**src/rtl/sm83_irq_ctrl.sv**
```systemverilog
`timescale 1ns/1ps
`default_nettype none
// ============================================================================
// Module   : sm83_irq_ctrl
// Purpose  : SM83 interrupt controller. Holds IF/IE and IME with delayed-EI
//            behaviour, arbitrates pending sources by fixed priority (bit 0
//            highest) at instruction boundaries, and runs a request/ack
//            dispatch handshake with the control FSM. The vector is tracked
//            live while requesting; it reads 0 if every source disappears
//            before the ack (cancelled dispatch).
// Ports    : clk, rst_n (async, active low)
//            irq_src            raw source levels, rising edge latches IF
//            if_wr_en/if_wr_data, ie_wr_en/ie_wr_data  software writes
//            if_q, ie_q, ime_q  register readback
//            ctl_di/ctl_ei/ctl_reti, instr_boundary   core control events
//            wake               |(IF & IE), ignores IME (HALT exit)
//            irq_req/irq_ack/irq_vec  dispatch handshake
// Revision : 1.0  initial release
// ============================================================================
module sm83_irq_ctrl #(
  parameter int          N_IRQ      = 5,
  parameter logic [15:0] VEC_BASE   = 16'h0040,
  parameter logic [15:0] VEC_STRIDE = 16'h0008
) (
  input  logic             clk,
  input  logic             rst_n,
  input  logic [N_IRQ-1:0] irq_src,
  input  logic             if_wr_en,
  input  logic [N_IRQ-1:0] if_wr_data,
  input  logic             ie_wr_en,
  input  logic [N_IRQ-1:0] ie_wr_data,
  output logic [N_IRQ-1:0] if_q,
  output logic [N_IRQ-1:0] ie_q,
  input  logic             ctl_di,
  input  logic             ctl_ei,
  input  logic             ctl_reti,
  input  logic             instr_boundary,
  output logic             ime_q,
  output logic             wake,
  output logic             irq_req,
  input  logic             irq_ack,
  output logic [15:0]      irq_vec
);

  localparam int         c_sel_w   = (N_IRQ > 1) ? $clog2(N_IRQ) : 1;
  localparam logic [0:0] c_st_idle = 1'b0;
  localparam logic [0:0] c_st_req  = 1'b1;

  logic [N_IRQ-1:0] r_if;
  logic [N_IRQ-1:0] r_ie;
  logic [N_IRQ-1:0] r_src_prev;
  logic             r_ime;
  logic             r_ei_pending;
  logic [0:0]       r_state;

  logic [N_IRQ-1:0] w_pend_vec;
  logic             w_pending_any;
  logic [c_sel_w-1:0] w_sel;
  logic [N_IRQ-1:0] w_sel_onehot;
  logic [N_IRQ-1:0] w_rise;
  logic             w_commit;
  logic [N_IRQ-1:0] w_if_nxt;
  logic             w_ime_nxt;
  logic             w_eip_nxt;
  logic [15:0]      w_vec;

  // Fixed-priority pick: scanning from the top down leaves the lowest set
  // index in w_sel. The one-hot mask is all zero when nothing is pending,
  // so a cancelled dispatch clears no IF bit.
  always_comb begin
    w_pend_vec    = r_if & r_ie;
    w_pending_any = |w_pend_vec;
    w_sel         = '0;
    w_sel_onehot  = '0;
    for (int i = N_IRQ - 1; i >= 0; i--) begin
      if (w_pend_vec[i]) begin
        w_sel           = c_sel_w'(i);
        w_sel_onehot    = '0;
        w_sel_onehot[i] = 1'b1;
      end
    end
  end

  assign w_rise   = irq_src & ~r_src_prev;
  assign w_commit = (r_state == c_st_req) && irq_ack;

  // Applied lowest-priority first so later steps override per bit:
  // software write, then ack clear, then edge set.
  always_comb begin
    w_if_nxt = r_if;
    if (if_wr_en) begin
      w_if_nxt = if_wr_data;
    end
    if (w_commit) begin
      w_if_nxt = w_if_nxt & ~w_sel_onehot;
    end
    w_if_nxt = w_if_nxt | w_rise;
  end

  // IME update, lowest priority first. EI only arms ei_pending; IME itself
  // rises at the following boundary, so the instruction after EI runs with
  // interrupts still disabled.
  always_comb begin
    w_ime_nxt = r_ime;
    w_eip_nxt = r_ei_pending;
    if (instr_boundary && r_ei_pending) begin
      w_ime_nxt = 1'b1;
      w_eip_nxt = 1'b0;
    end
    if (ctl_ei) begin
      w_eip_nxt = 1'b1;
    end
    if (ctl_reti) begin
      w_ime_nxt = 1'b1;
      w_eip_nxt = 1'b0;
    end
    if (ctl_di || w_commit) begin
      w_ime_nxt = 1'b0;
      w_eip_nxt = 1'b0;
    end
  end

  // 16-bit operands keep the result modulo 2^16.
  assign w_vec = VEC_BASE + ({{(16 - c_sel_w){1'b0}}, w_sel} * VEC_STRIDE);

  always_ff @(posedge clk or negedge rst_n) begin
    if (!rst_n) begin
      r_if         <= '0;
      r_ie         <= '0;
      r_src_prev   <= '0;
      r_ime        <= 1'b0;
      r_ei_pending <= 1'b0;
      r_state      <= c_st_idle;
    end else begin
      r_if         <= w_if_nxt;
      r_src_prev   <= irq_src;
      r_ime        <= w_ime_nxt;
      r_ei_pending <= w_eip_nxt;
      if (ie_wr_en) begin
        r_ie <= ie_wr_data;
      end
      case (r_state)
        c_st_idle: begin
          // r_ime is the pre-update value, so an EI retiring on this same
          // boundary cannot trigger a dispatch yet.
          if (instr_boundary && r_ime && w_pending_any) begin
            r_state <= c_st_req;
          end
        end
        c_st_req: begin
          // DI does not withdraw an outstanding request; only ack ends it.
          if (irq_ack) begin
            r_state <= c_st_idle;
          end
        end
        default: r_state <= c_st_idle;
      endcase
    end
  end

  assign if_q    = r_if;
  assign ie_q    = r_ie;
  assign ime_q   = r_ime;
  assign wake    = w_pending_any;
  assign irq_req = (r_state == c_st_req);
  assign irq_vec = ((r_state == c_st_req) && w_pending_any) ? w_vec : 16'h0000;

endmodule
`default_nettype wire
```
**config.mk**
```make
export PLATFORM = sky130hd
export DESIGN_NAME = sm83_irq_ctrl
export DESIGN_NICKNAME = d
export VERILOG_FILES = /design/src/rtl/sm83_irq_ctrl.sv
export SDC_FILE = /design/constraint.sdc
export NUM_CORES = 1
export LEC_CHECK = 0
export BUFFER_PORTS_ARGS = -buffer_cell sky130_fd_sc_hd__buf_2
export CORE_MARGIN = 5
export CORE_UTILIZATION = 35
export DETAILED_ROUTE_END_ITERATION = 10
export PLACE_DENSITY = 0.67
export SLEW_MARGIN = 20
export SYNTH_ARGS = -nofsm -noshare
export SYNTH_HDL_FRONTEND = slang
export SYNTH_SLANG_ARGS = --single-unit
```
**constraint.sdc**
```tcl
create_clock -name clk -period 2.4 [get_ports clk]
set_input_delay 0.12 -clock clk [delete_from_list [all_inputs] [get_ports clk]]
set_output_delay 0.12 -clock clk [all_outputs]
set_load 0.005 [all_outputs]
```
; Yosys cells after proc, flatten, opt, wreduce, memory -nomap -nowiden
; Index checks and enable logic that the tools add are counted.
[totals]
input_bits = 24
register_bits = 18
wordCells = 46
[classes]
addsub = 1
n_bitwise = 7
muxes = 23
n_reduce_logical = 9
[ops]
columns = cell, n
row1 = two-way mux 5 bit, 7
row2 = bitwise AND 5 bit, 3
row3 = two-way mux 3 bit, 5
row4 = inverter 5 bit, 2
row5 = two-way mux 1 bit, 9
row6 = "adder 7 x 6 -> 8 bit, first input constant", 1
row7 = two-way mux 8 bit, 1
row8 = logical AND 1 bit, 5
row9 = OR 5 bit, 1
row10 = OR reduction 5 bit, 1
row11 = nonzero test 4 bit, 1
row12 = nonzero test 3 bit, 1
row13 = case mux 1 bit (2 select lines), 1
row14 = logical OR 1 bit, 1
row15 = inverter 1 bit, 1

; Longest topological paths before layout
; Gate-level depths: netlist of run 1.
[depth]
ltp_word = 10
mapped_depth = 3
depth_no_buf = 3

; Least setup slack after synthesis of run 1
; Ideal clock, no wire load.
[synth_timing]
path_type = reg2reg
start = register r_if[0], in the netlist if_q[0]
end = register r_if[3], in the netlist if_q[3]
path_stages_with_launch = 4
t_arrival_ns = 1.021
slack_ns = 1.249
cell_sequence = dfrtp_1 a22o_4 nor4b_2 o22ai_1
[synth_between]
elab_chain_cells = 6
[synth_lines]
columns = element, line
row1 = start: declaration, 49  ; logic [N_IRQ-1:0] r_if;
row2 = start signal: assignment, 135  ; r_if <= w_if_nxt;
row3 = bitwise AND 5 bit, 71  ; w_pend_vec = r_if & r_ie;
row4 = two-way mux 5 bit, 76  ; if (w_pend_vec[i]) begin
row5 = inverter 5 bit, 95  ; w_if_nxt = w_if_nxt & ~w_sel_onehot;
row6 = bitwise AND 5 bit, 95
row7 = two-way mux 5 bit, 94  ; if (w_commit) begin
row8 = OR 5 bit, 97  ; w_if_nxt = w_if_nxt | w_rise;
row9 = named net w_if_nxt[3], 62  ; logic [N_IRQ-1:0] w_if_nxt;
; The timed path passes the listed nets, and every way through them passes these cells.
; A chain may end at the register's enable or synchronous reset.

; Worst setup path after layout of run 1
[layout_timing]
start = register r_if[0], in the netlist if_q[0]
end = output port irq_vec[6]
[layout_between]
elab_chain_cells = 4
[layout_lines]
columns = element, line
row1 = bitwise AND 5 bit (*), 71
row2 = two-way mux 3 bit or OR reduction 5 bit (tied branches), "76, 72"
row3 = adder 7 x 6 -> 8 bit or logical AND 1 bit (tied branches), "124, 166"
row4 = two-way mux 8 bit (*), 166  ; assign irq_vec = ((r_state == c_st_req) && w_pending_any) ? w_vec : 16'h0000;
row5 = end: declaration, 42  ; output logic [15:0] irq_vec
; Every way passes the cells marked *; elsewhere a longest branch is shown, timed or not.

==> metrics, run 1 <==
status=complete, no violations; post-synthesis mux area share=10.88%; Syn Area/Cell=10.80 um^2; Area growth syn-to-layout=32.34%; Reg clk slew, reported paths=0.09 ns; Root Driver=clkbuf_4; total clock sinks=18; CTS tree=built; Finished Layout Cells=161; overall power=0.6507 mW; critical path capture point=irq_vec[6]; Synth top area share=50.85%; Reg2Reg Launch Point=if_q[0]$_DFF_PN0_; Post-Synth Simple-Gate Area=12.01%; max-slew violation count=0; Crit Path Category=reg -> out; period utilisation layout=64.58%; Final nets=157; Clock Path Buffers=2; Worst Path Required=2.28 ns; Synth area leader=dfrtp_1; Clk pwr share=22.9%; crit path buf inv count=1; Worst EP arrival=1.43 ns; sw frac=28.68%; synth unique cells=22; Clk Latency, worst-skew pair=0.30 ns; fmax=0.6452 GHz; first-pass GRT wire length=3305 um; core area=2455 um^2; PortBufs=40; CTS resizes=0; commonest non-fill, non-tap cell in the layout=buf_2; RR Endpoint=if_q[4]$_DFF_PN0_; endpoints failing setup=0; hpwl dp=1632 um; final antenna diode count=0; Inst Count DP=150; Hold Violations, Final=0; worst reg2reg path depth=3; Yosys warnings=0; largest cells by area after synthesis=dfrtp_1 (51%), buf_4 (10%), mux2_2 (6.4%); placer congestion estimate=0.7400; WP depth=4; fraction of registers with async set or reset after synthesis=100.0%; CP endpoint kind=output port; Routed WL per cell=13.02 um; Mapped Area=885.9 um^2; crit start category=flop; Post-synth EDFFs=0; DIE WIDTH=60.31 um; Initial DRC Count=7; max-cap viol count=0; Int Pwr=0.4641 mW; DRT Pass-1 Iters=4; r2r setup slk=1.16 ns; setup total negative slack=0 ns; CP top delay family=flip-flops; initial antenna violation count=0; PD cells=555.0 nW/um^2; Post-Synth XOR/XNOR Area=0%; CP max stage cell=dfrtp_1; design area=1172 um^2; detailed-route via count=738; number of global-route vias before repair=783; largest family of logic cells by synthesized area=buffers and inverters; Cells after Synth=82; largest net degree at the start of global routing=19; vias per cell=4.584; RSZ-0062 raised after global routing=false; HP Class=in -> reg; CP Max Fanout=6; Max VDD drop=0.0003668 V; GRT Util Overall=12.11%; flops & latches, synth=18; critical path launch point=if_q[0]$_DFF_PN0_; post-synthesis sequential area ratio=50.85%; ANT nets after route=0; htree depth=1; die height=60.31 um; final period demand of the worst path=1.550 ns; Main synth FF type=dfrtp_1; most frequent cells in the layout=buf_2 (40), dfrtp_1 (18), conb_1 (12); worst path cell trace=a22o_4, nor3b_2, nor2_1, buf_2; total CTS buffers=3; layout cell share with drive strength beyond 1=38.93%; switching power=0.1866 mW; drt total wl=2097 um; sequential share of power=54.7%; number of I/O pins=53; Synth Area in Compound Gates=11.72%; Initial Utilization=36.09%; Leakage Power=0.5937 nW; row count=18; grt total ovfl=0; share of power burned in combinational logic=22.5%; Adder-Cell Fraction of Synth Area=0%; Post-Route Skew=0.001353 ns; # DRC=0; Area after DPL=1070 um^2; Max stage delay on crit path=0.42 ns; die area=3637 um^2
stage by stage:
stage | util, % | hold WS, ns | worst slack (ns)
after floorplan | - | -0.1756 | 1.249
after global placement | 43.58 | 0.06826 | 1.187
after detailed placement | 43.58 | 0.07477 | 1.155
after CTS | 47.76 | 0.03241 | 0.8249
after global routing | 47.76 | 0.03539 | 0.7460
final | 47.76 | 0.03588 | 0.8501
synth_stat cells (2+ instances only):
library cell	number
a21oi_1	2
mux2i_1	4
o22ai_1	7
nor4_1	2
nand3_1	2
buf_4	12
inv_1	8
nand2_1	8
dfrtp_1	18
nor2_1	2
mux2_2	5
a211oi_1	2
per-layer routing:
metal	GRT usage (%)	wire length, um	share of wire (%)	up-vias
li1	-	-	-	358
met1	13.47	811	39	344
met2	22.22	1073	51	32
met3	2.592	186	8.9	4
met4	4.747	25	1.2	0
met5	0	0	0	-
kinds of logic (layout without fill, tap and decap cells):
logic type      after synthesis  in the layout
other cells                   1             12
buf+inv                      21             59
flops                        18             18
mux                           9              9
compound gates               14             14
simple gates                 19             19
power groups by stage:
stage / Combinational (mW) / Clock [mW] / Sequential [mW]
after floorplan: 0.0842 / 0 / 0.359
after global placement: 0.136 / 0 / 0.361
after detailed placement: 0.138 / 0 / 0.362
after CTS: 0.149 / 0.157 / 0.356
after global routing: 0.164 / 0.168 / 0.361
final: 0.146 / 0.149 / 0.356
worst reg2reg max path: stages (launching register included):
cell and delay, ns:
dfrtp_1 0.42, a22o_4 0.30, nor4_1 0.30, o22ai_1 0.11
worst min path at each step:
stage | slack [ns] | startpoint | endpoint | depth (start not counted)
after detailed placement | 0.07 | rst_n | ie_q[2]$_DFFE_PN0P_ | 1
after global routing | 0.04 | irq_ack | ime_q$_DFFE_PN0P_ | 2
after CTS | 0.03 | irq_ack | ime_q$_DFFE_PN0P_ | 2
final | 0.04 | irq_ack | ime_q$_DFFE_PN0P_ | 2
after floorplan | -0.18 | rst_n | ie_q[0]$_DFFE_PN0P_ | 0
after global placement | 0.07 | rst_n | ie_q[2]$_DFFE_PN0P_ | 1
flip-flops by register name, indices dropped and copies added, names as in the netlist:
register	count
ie_q	5
ime_q	1
if_q	5
r_ei_pending	1
irq_req	1
r_src_prev	5
layout make-up:
type / count / area, um^2
Tap cell: 30 / 37.54
Sequential cell: 18 / 450.4
Fill cell: 251 / 1282
Timing Repair Buffer: 48 / 280.3
Inverter: 8 / 30.03
Clock buffer: 3 / 22.52
Multi-Input combinational cell: 54 / 351.6
what timing repair did:
action / 4_1_cts / 5_1_grt
hold buffers: 8 / 0
setup buffers: 0 / 0
endpoints found under the hold margin: 25 / 0
Power figures use the tool's default switching activity.
==> run 2: changes to the inputs <==
==> constraint.sdc (replaced) <==
create_clock -name clk -period 1.55 [get_ports clk]
set_input_delay 0.0775 -clock clk [delete_from_list [all_inputs] [get_ports clk]]
set_output_delay 0.0775 -clock clk [all_outputs]
set_load 0.005 [all_outputs]
==> metrics, run 2 (synthesized netlist as in run 1, its figures left out) <==
HP Class=in -> reg (unchanged); largest net degree at the start of global routing=19 (unchanged); fmax=0.6644 GHz; total CTS buffers=3 (unchanged); final antenna diode count=0 (unchanged); Area after DPL=1070 um^2 (unchanged); Initial DRC Count=9 (was 7); design area=1276 um^2 (was 1172 um^2); CP max stage cell=dfrtp_1 (unchanged); CP Max Fanout=4 (was 6); Initial Utilization=36.09% (unchanged); PortBufs=40 (unchanged); final period demand of the worst path=1.505 ns; final worst slack=0.04479 ns (was 0.8501 ns); Area growth syn-to-layout=44.07% (was 32.34%); Max VDD drop=0.0006374 V (was 0.0003668 V); max-slew violation count=0 (unchanged); Worst Path Required=1.47 ns (was 2.28 ns); worst reg2reg path depth=3 (unchanged); Leakage Power=0.6481 nW (was 0.5937 nW); crit path buf inv count=1 (unchanged); first-pass GRT wire length=3332 um (was 3305 um); number of global-route vias before repair=736 (was 783); ANT nets after route=0 (unchanged); Crit Path Category=reg -> out (unchanged); drt total wl=2256 um (was 2097 um); hpwl dp=1685 um (was 1632 um); detailed-route via count=762 (was 738); Post-Route Skew=0.002523 ns (was 0.001353 ns); Root Driver=clkbuf_4 (unchanged); PD cells=874.7 nW/um^2 (was 555.0 nW/um^2); CTS tree=built (unchanged); Clk Latency, worst-skew pair=0.29 ns (was 0.30 ns); commonest non-fill, non-tap cell in the layout=buf_2 (unchanged); placer congestion estimate=0.7578 (was 0.7400); CP endpoint kind=output port (unchanged); DIE WIDTH=60.31 um (unchanged); final core occ=51.99% (was 47.76%); vias per cell=4.456 (was 4.584); # DRC=0 (unchanged); Reg clk slew, reported paths=0.10 ns (was 0.09 ns); worst path cell trace=a22o_4, nor3b_4, nor2_1, buf_2 (was a22o_4, nor3b_2, nor2_1, buf_2); CP top delay family=flip-flops (unchanged); most frequent cells in the layout=buf_2 (40), dfrtp_1 (18), conb_1 (12), dlygate4sd3_1 (11) (was buf_2 (40), dfrtp_1 (18), conb_1 (12)); DRT Pass-1 Iters=3 (was 4); endpoints failing setup=0 (unchanged); number of I/O pins=53 (unchanged); initial antenna violation count=0 (unchanged); row count=18 (unchanged); WHS Path Cells=2 (unchanged); period utilisation layout=97.11%; htree depth=1 (unchanged); grt total ovfl=0 (unchanged); core area=2455 um^2 (unchanged); Routed WL per cell=13.19 um (was 13.02 um); max-cap viol count=0 (unchanged); Clock Path Buffers=2 (unchanged); GRT Util Overall=12.60% (was 12.11%); number of fill cells=235 (was 251); Final nets=166 (was 157); die area=3637 um^2 (unchanged); status=complete, no violations (unchanged); total clock sinks=18 (unchanged); die height=60.31 um (unchanged); layout cell share with drive strength beyond 1=41.84% (was 38.93%); Max stage delay on crit path=0.44 ns (was 0.42 ns); Hold Violations, Final=0 (unchanged); Worst EP arrival=1.43 ns (about the same); RSZ-0062 raised after global routing=true (was false); crit start category=flop (unchanged); pre-CTS WS=0.3374 ns (was 1.155 ns); WP depth=4 (unchanged)
## run 2: changes by cell type in the layout (fill, tap and decap cells not counted)
cell	change
dlygate4sd3_1	+3
nor3b_4	+1
clkbuf_8	+1
a22o_1	-1
nor3b_2	-1
a22o_4	+1
buf_4	+6
## run 2: layout make-up
cell class	instances	area, um^2	area share (%)
Tap cell	30	37.54	2.941
Inverter	8	30.03	2.353
Sequential cell	18	450.4	35.29
Timing Repair Buffer	57	355.3	27.84
Clock buffer	4	36.28	2.843
Multi-Input combinational cell	54	366.6	28.73
## run 2: through the flow
| step | total power, mW | cells | hold WS, ns | setup TNS, ns |
|---|---|---|---|---|
| CTS | 1.087 | 163 | 0.003693 | 0 |
| floorplan | 0.6866 | 93 | -0.2181 | 0 |
| finish | 1.116 | 171 | 0.009004 | 0 |
| global route | 1.191 | 171 | 0.004447 | -0.03374 |
| detailed placement | 0.7772 | 150 | 0.03566 | 0 |
| global placement | 0.7701 | 150 | 0.02455 | 0 |
## run 2: path summary, 6_finish.rpt
check / from / to / slack (ns)
worst max-delay path: ie_q[2]$_DFFE_PN0P_ / irq_vec[6] / 0.04
worst min-delay path: ie_wr_data[1] / ie_q[1]$_DFFE_PN0P_ / 0.009
worst max register to register: ime_q$_DFFE_PN0P_ / ime_q$_DFFE_PN0P_ / 0.18
worst min register to register: r_src_prev[2]$_DFF_PN0_ / if_q[2]$_DFF_PN0_ / 0.44
max in group asynchronous: rst_n / ie_q[0]$_DFFE_PN0P_ / 1.01
min in group asynchronous: rst_n / r_src_prev[4]$_DFF_PN0_ / 0.25
## run 2: timing repair
item / 4_1_cts / 5_1_grt
hold buffers: 9 / 2
hold endpoints to repair: 25 / 2
endpoints found under the setup margin: 0 / 2
gates resized for setup: 0 / 3
buffers inserted: 0 / 6
## run 2: worst register-to-register path, cell delays in order (launching register included)
cell and delay, ns:
dfrtp_1 0.41, a211oi_1 0.22, a211oi_1 0.07, dlygate4sd3_1 0.56
## run 2: metal layers
layer | up-vias | global-route usage (%) | part of all wire, %
met1 | 346 | 15.22 | 41
met2 | 33 | 21.30 | 50
li1 | 380 | - | -
met5 | - | 0 | 0
met4 | 0 | 4.747 | 1.1
met3 | 3 | 3.456 | 7.3
## run 2: power breakdown
part / total (mW) / switching (mW) / internal [mW]
clock: 0.291 / 0.148 / 0.143
combinational: 0.273 / 0.123 / 0.150
sequential: 0.551 / 0.0415 / 0.510
total: 1.12 / 0.313 / 0.804
==> run 3: changes to the inputs <==
--- a/config.mk
+++ b/config.mk
@@ -8,8 +8,10 @@
 export BUFFER_PORTS_ARGS = -buffer_cell sky130_fd_sc_hd__buf_2
 export CORE_MARGIN = 5
 export CORE_UTILIZATION = 35
+export CTS_BUF_LIST = sky130_fd_sc_hd__clkbuf_8 sky130_fd_sc_hd__clkbuf_16
 export DETAILED_ROUTE_END_ITERATION = 10
 export PLACE_DENSITY = 0.67
+export SETUP_SLACK_MARGIN = 0.2
 export SLEW_MARGIN = 20
 export SYNTH_ARGS = -nofsm -noshare
 export SYNTH_HDL_FRONTEND = slang
==> metrics, run 3 (synthesized netlist as in run 1, its figures left out) <==
Root Driver=clkbuf_8 (was clkbuf_4); core area=2455 um^2 (unchanged); DR WL met3=172 um (was 165 um); Inst Count DP=150 (unchanged); hpwl dp=1685 um (unchanged); Initial Utilization=36.09% (unchanged); fmax=0.7067 GHz (was 0.6644 GHz); RSZ-0062 raised after global routing=true (unchanged); crit start category=flop (unchanged); Area growth syn-to-layout=46.33% (was 44.07%); DIE WIDTH=60.31 um (unchanged); final period demand of the worst path=1.415 ns (was 1.505 ns); die area=3637 um^2 (unchanged); RR Endpoint=if_q[3]$_DFF_PN0_ (was ime_q$_DFFE_PN0P_); worst path cell trace=a22o_4, nor3b_4, nor2_1, buf_2 (unchanged); htree depth=1 (unchanged); critical path launch point=ie_q[2]$_DFFE_PN0P_ (unchanged); Clock Path Buffers=2 (unchanged); final worst slack=0.1350 ns (was 0.04479 ns); number of I/O pins=53 (unchanged); commonest non-fill, non-tap cell in the layout=buf_2 (unchanged); Max stage delay on crit path=0.39 ns (was 0.44 ns); Crit Path Category=reg -> out (unchanged); Initial DRC Count=8 (was 9); CP endpoint kind=output port (unchanged); Routed WL per cell=13.12 um (was 13.19 um); Clk Latency, worst-skew pair=0.25 ns (was 0.29 ns); setup total negative slack=0 ns (unchanged); pre-CTS WS=0.3374 ns (unchanged); HP Class=in -> reg (unchanged); Post-Route Skew=0.003717 ns (was 0.002523 ns); DR WL met2=1139 um (was 1137 um); Fin Hold WS=0.01594 ns (was 0.009004 ns); r2r setup slk=0.26 ns (was 0.18 ns); max-cap viol count=0 (unchanged); Final nets=165 (was 166); final antenna diode count=0 (unchanged); period utilisation layout=91.29% (was 97.11%); Worst Path Required=1.47 ns (about the same); max-slew violation count=0 (unchanged); Leakage Power=0.6578 nW (was 0.6481 nW); Reg clk slew, reported paths=0.07 ns (was 0.10 ns); Reg2Reg Launch Point=if_q[0]$_DFF_PN0_ (was ime_q$_DFFE_PN0P_); DRT Pass-1 Iters=4 (was 3); PortBufs=40 (unchanged); total CTS buffers=3 (unchanged); worst reg2reg path depth=4 (was 3); design area=1296 um^2 (was 1276 um^2); WHS Path Cells=2 (unchanged); Area after DPL=1070 um^2 (unchanged); total clock sinks=18 (unchanged); GRT Util Overall=12.83% (was 12.60%); most frequent cells in the layout=buf_2 (40), dfrtp_1 (18), conb_1 (12), buf_4 (9), inv_1 (8) (was buf_2 (40), dfrtp_1 (18), conb_1 (12), dlygate4sd3_1 (11)); worst hold start=ctl_reti (was ie_wr_data[1]); ANT nets after route=0 (unchanged); row count=18 (unchanged); vias per cell=4.559 (was 4.456); layout cell share with drive strength beyond 1=47.14% (was 41.84%); Max VDD drop=0.0006311 V (was 0.0006374 V); initial antenna violation count=0 (unchanged); status=complete, no violations (unchanged); CTS tree=built (unchanged); PD cells=938.7 nW/um^2 (was 874.7 nW/um^2); die height=60.31 um (unchanged); Hold Path End=r_ei_pending$_DFFE_PN0P_ (was ie_q[1]$_DFFE_PN0P_); wl on met1=903 um (was 928 um); largest net degree at the start of global routing=19 (unchanged); Finished Layout Cells=170 (was 171); overall power=1.217 mW (was 1.116 mW); number of global-route vias before repair=771 (was 736); CP Max Fanout=4 (unchanged); first-pass GRT wire length=3429 um (was 3332 um); CP max stage cell=dfrtp_1 (unchanged); endpoints failing setup=0 (unchanged); # DRC=0 (unchanged); grt total ovfl=0 (unchanged); final core occ=52.80% (was 51.99%); drt total wl=2230 um (was 2256 um); detailed-route via count=775 (was 762); Hold Violations, Final=0 (unchanged); Worst EP arrival=1.34 ns (was 1.43 ns); placer congestion estimate=0.7578 (unchanged); Top Metal Used=met4 (unchanged)
## run 3: cell count changes in the layout (fill, tap and decap cells not counted), sizes merged
cell,delta
dlygate4sd3,-4
buf,+3
## run 3: worst max path at each step
stage,end,slack [ns],cells after the start
finish,irq_vec[6],0.13,4
global route,irq_vec[6],0.08,4
CTS,irq_vec[5],0.14,3
detailed placement,if_q[4]$_DFF_PN0_,0.34,3
global placement,if_q[4]$_DFF_PN0_,0.35,3
floorplan,if_q[3]$_DFF_PN0_,0.40,3
## run 3: critical path, delay by kind of cell, from the launching register on
kind,cells,cell delay [ns]
and+or+nand+nor,2,0.29
AOI/OAI and AO/OA,1,0.29
buffers and inverters,1,0.12
DFF,1,0.39
## run 3: final cells by class
type | instances | area (um^2)
Fill cell | 233 | 1159
Sequential cell | 18 | 450.4
Multi-Input combinational cell | 54 | 385.4
Timing Repair Buffer | 56 | 337.8
Clock buffer | 4 | 55.05
Tap cell | 30 | 37.54
Inverter | 8 | 30.03
## run 3: power by group
group,switching [mW],internal [mW]
clock,0.147,0.225
sequential,0.0336,0.511
combinational,0.141,0.159
total,0.322,0.895
## run 3: per-layer routing
metal | vias up | GRT usage [%]
met5 | - | 0
met2 | 32 | 22.53
met3 | 2 | 4.104
met4 | 0 | 2.848
met1 | 362 | 15.24
li1 | 379 | -
## run 3: repair_timing
action | in CTS | in global routing
hold buffers | 7 | 0
pin swaps | 2 | 2
hold endpoints to repair | 24 | 0
resized for setup | 2 | 5
buffers inserted | 9 | 0
setup endpoints to repair | 3 | 4
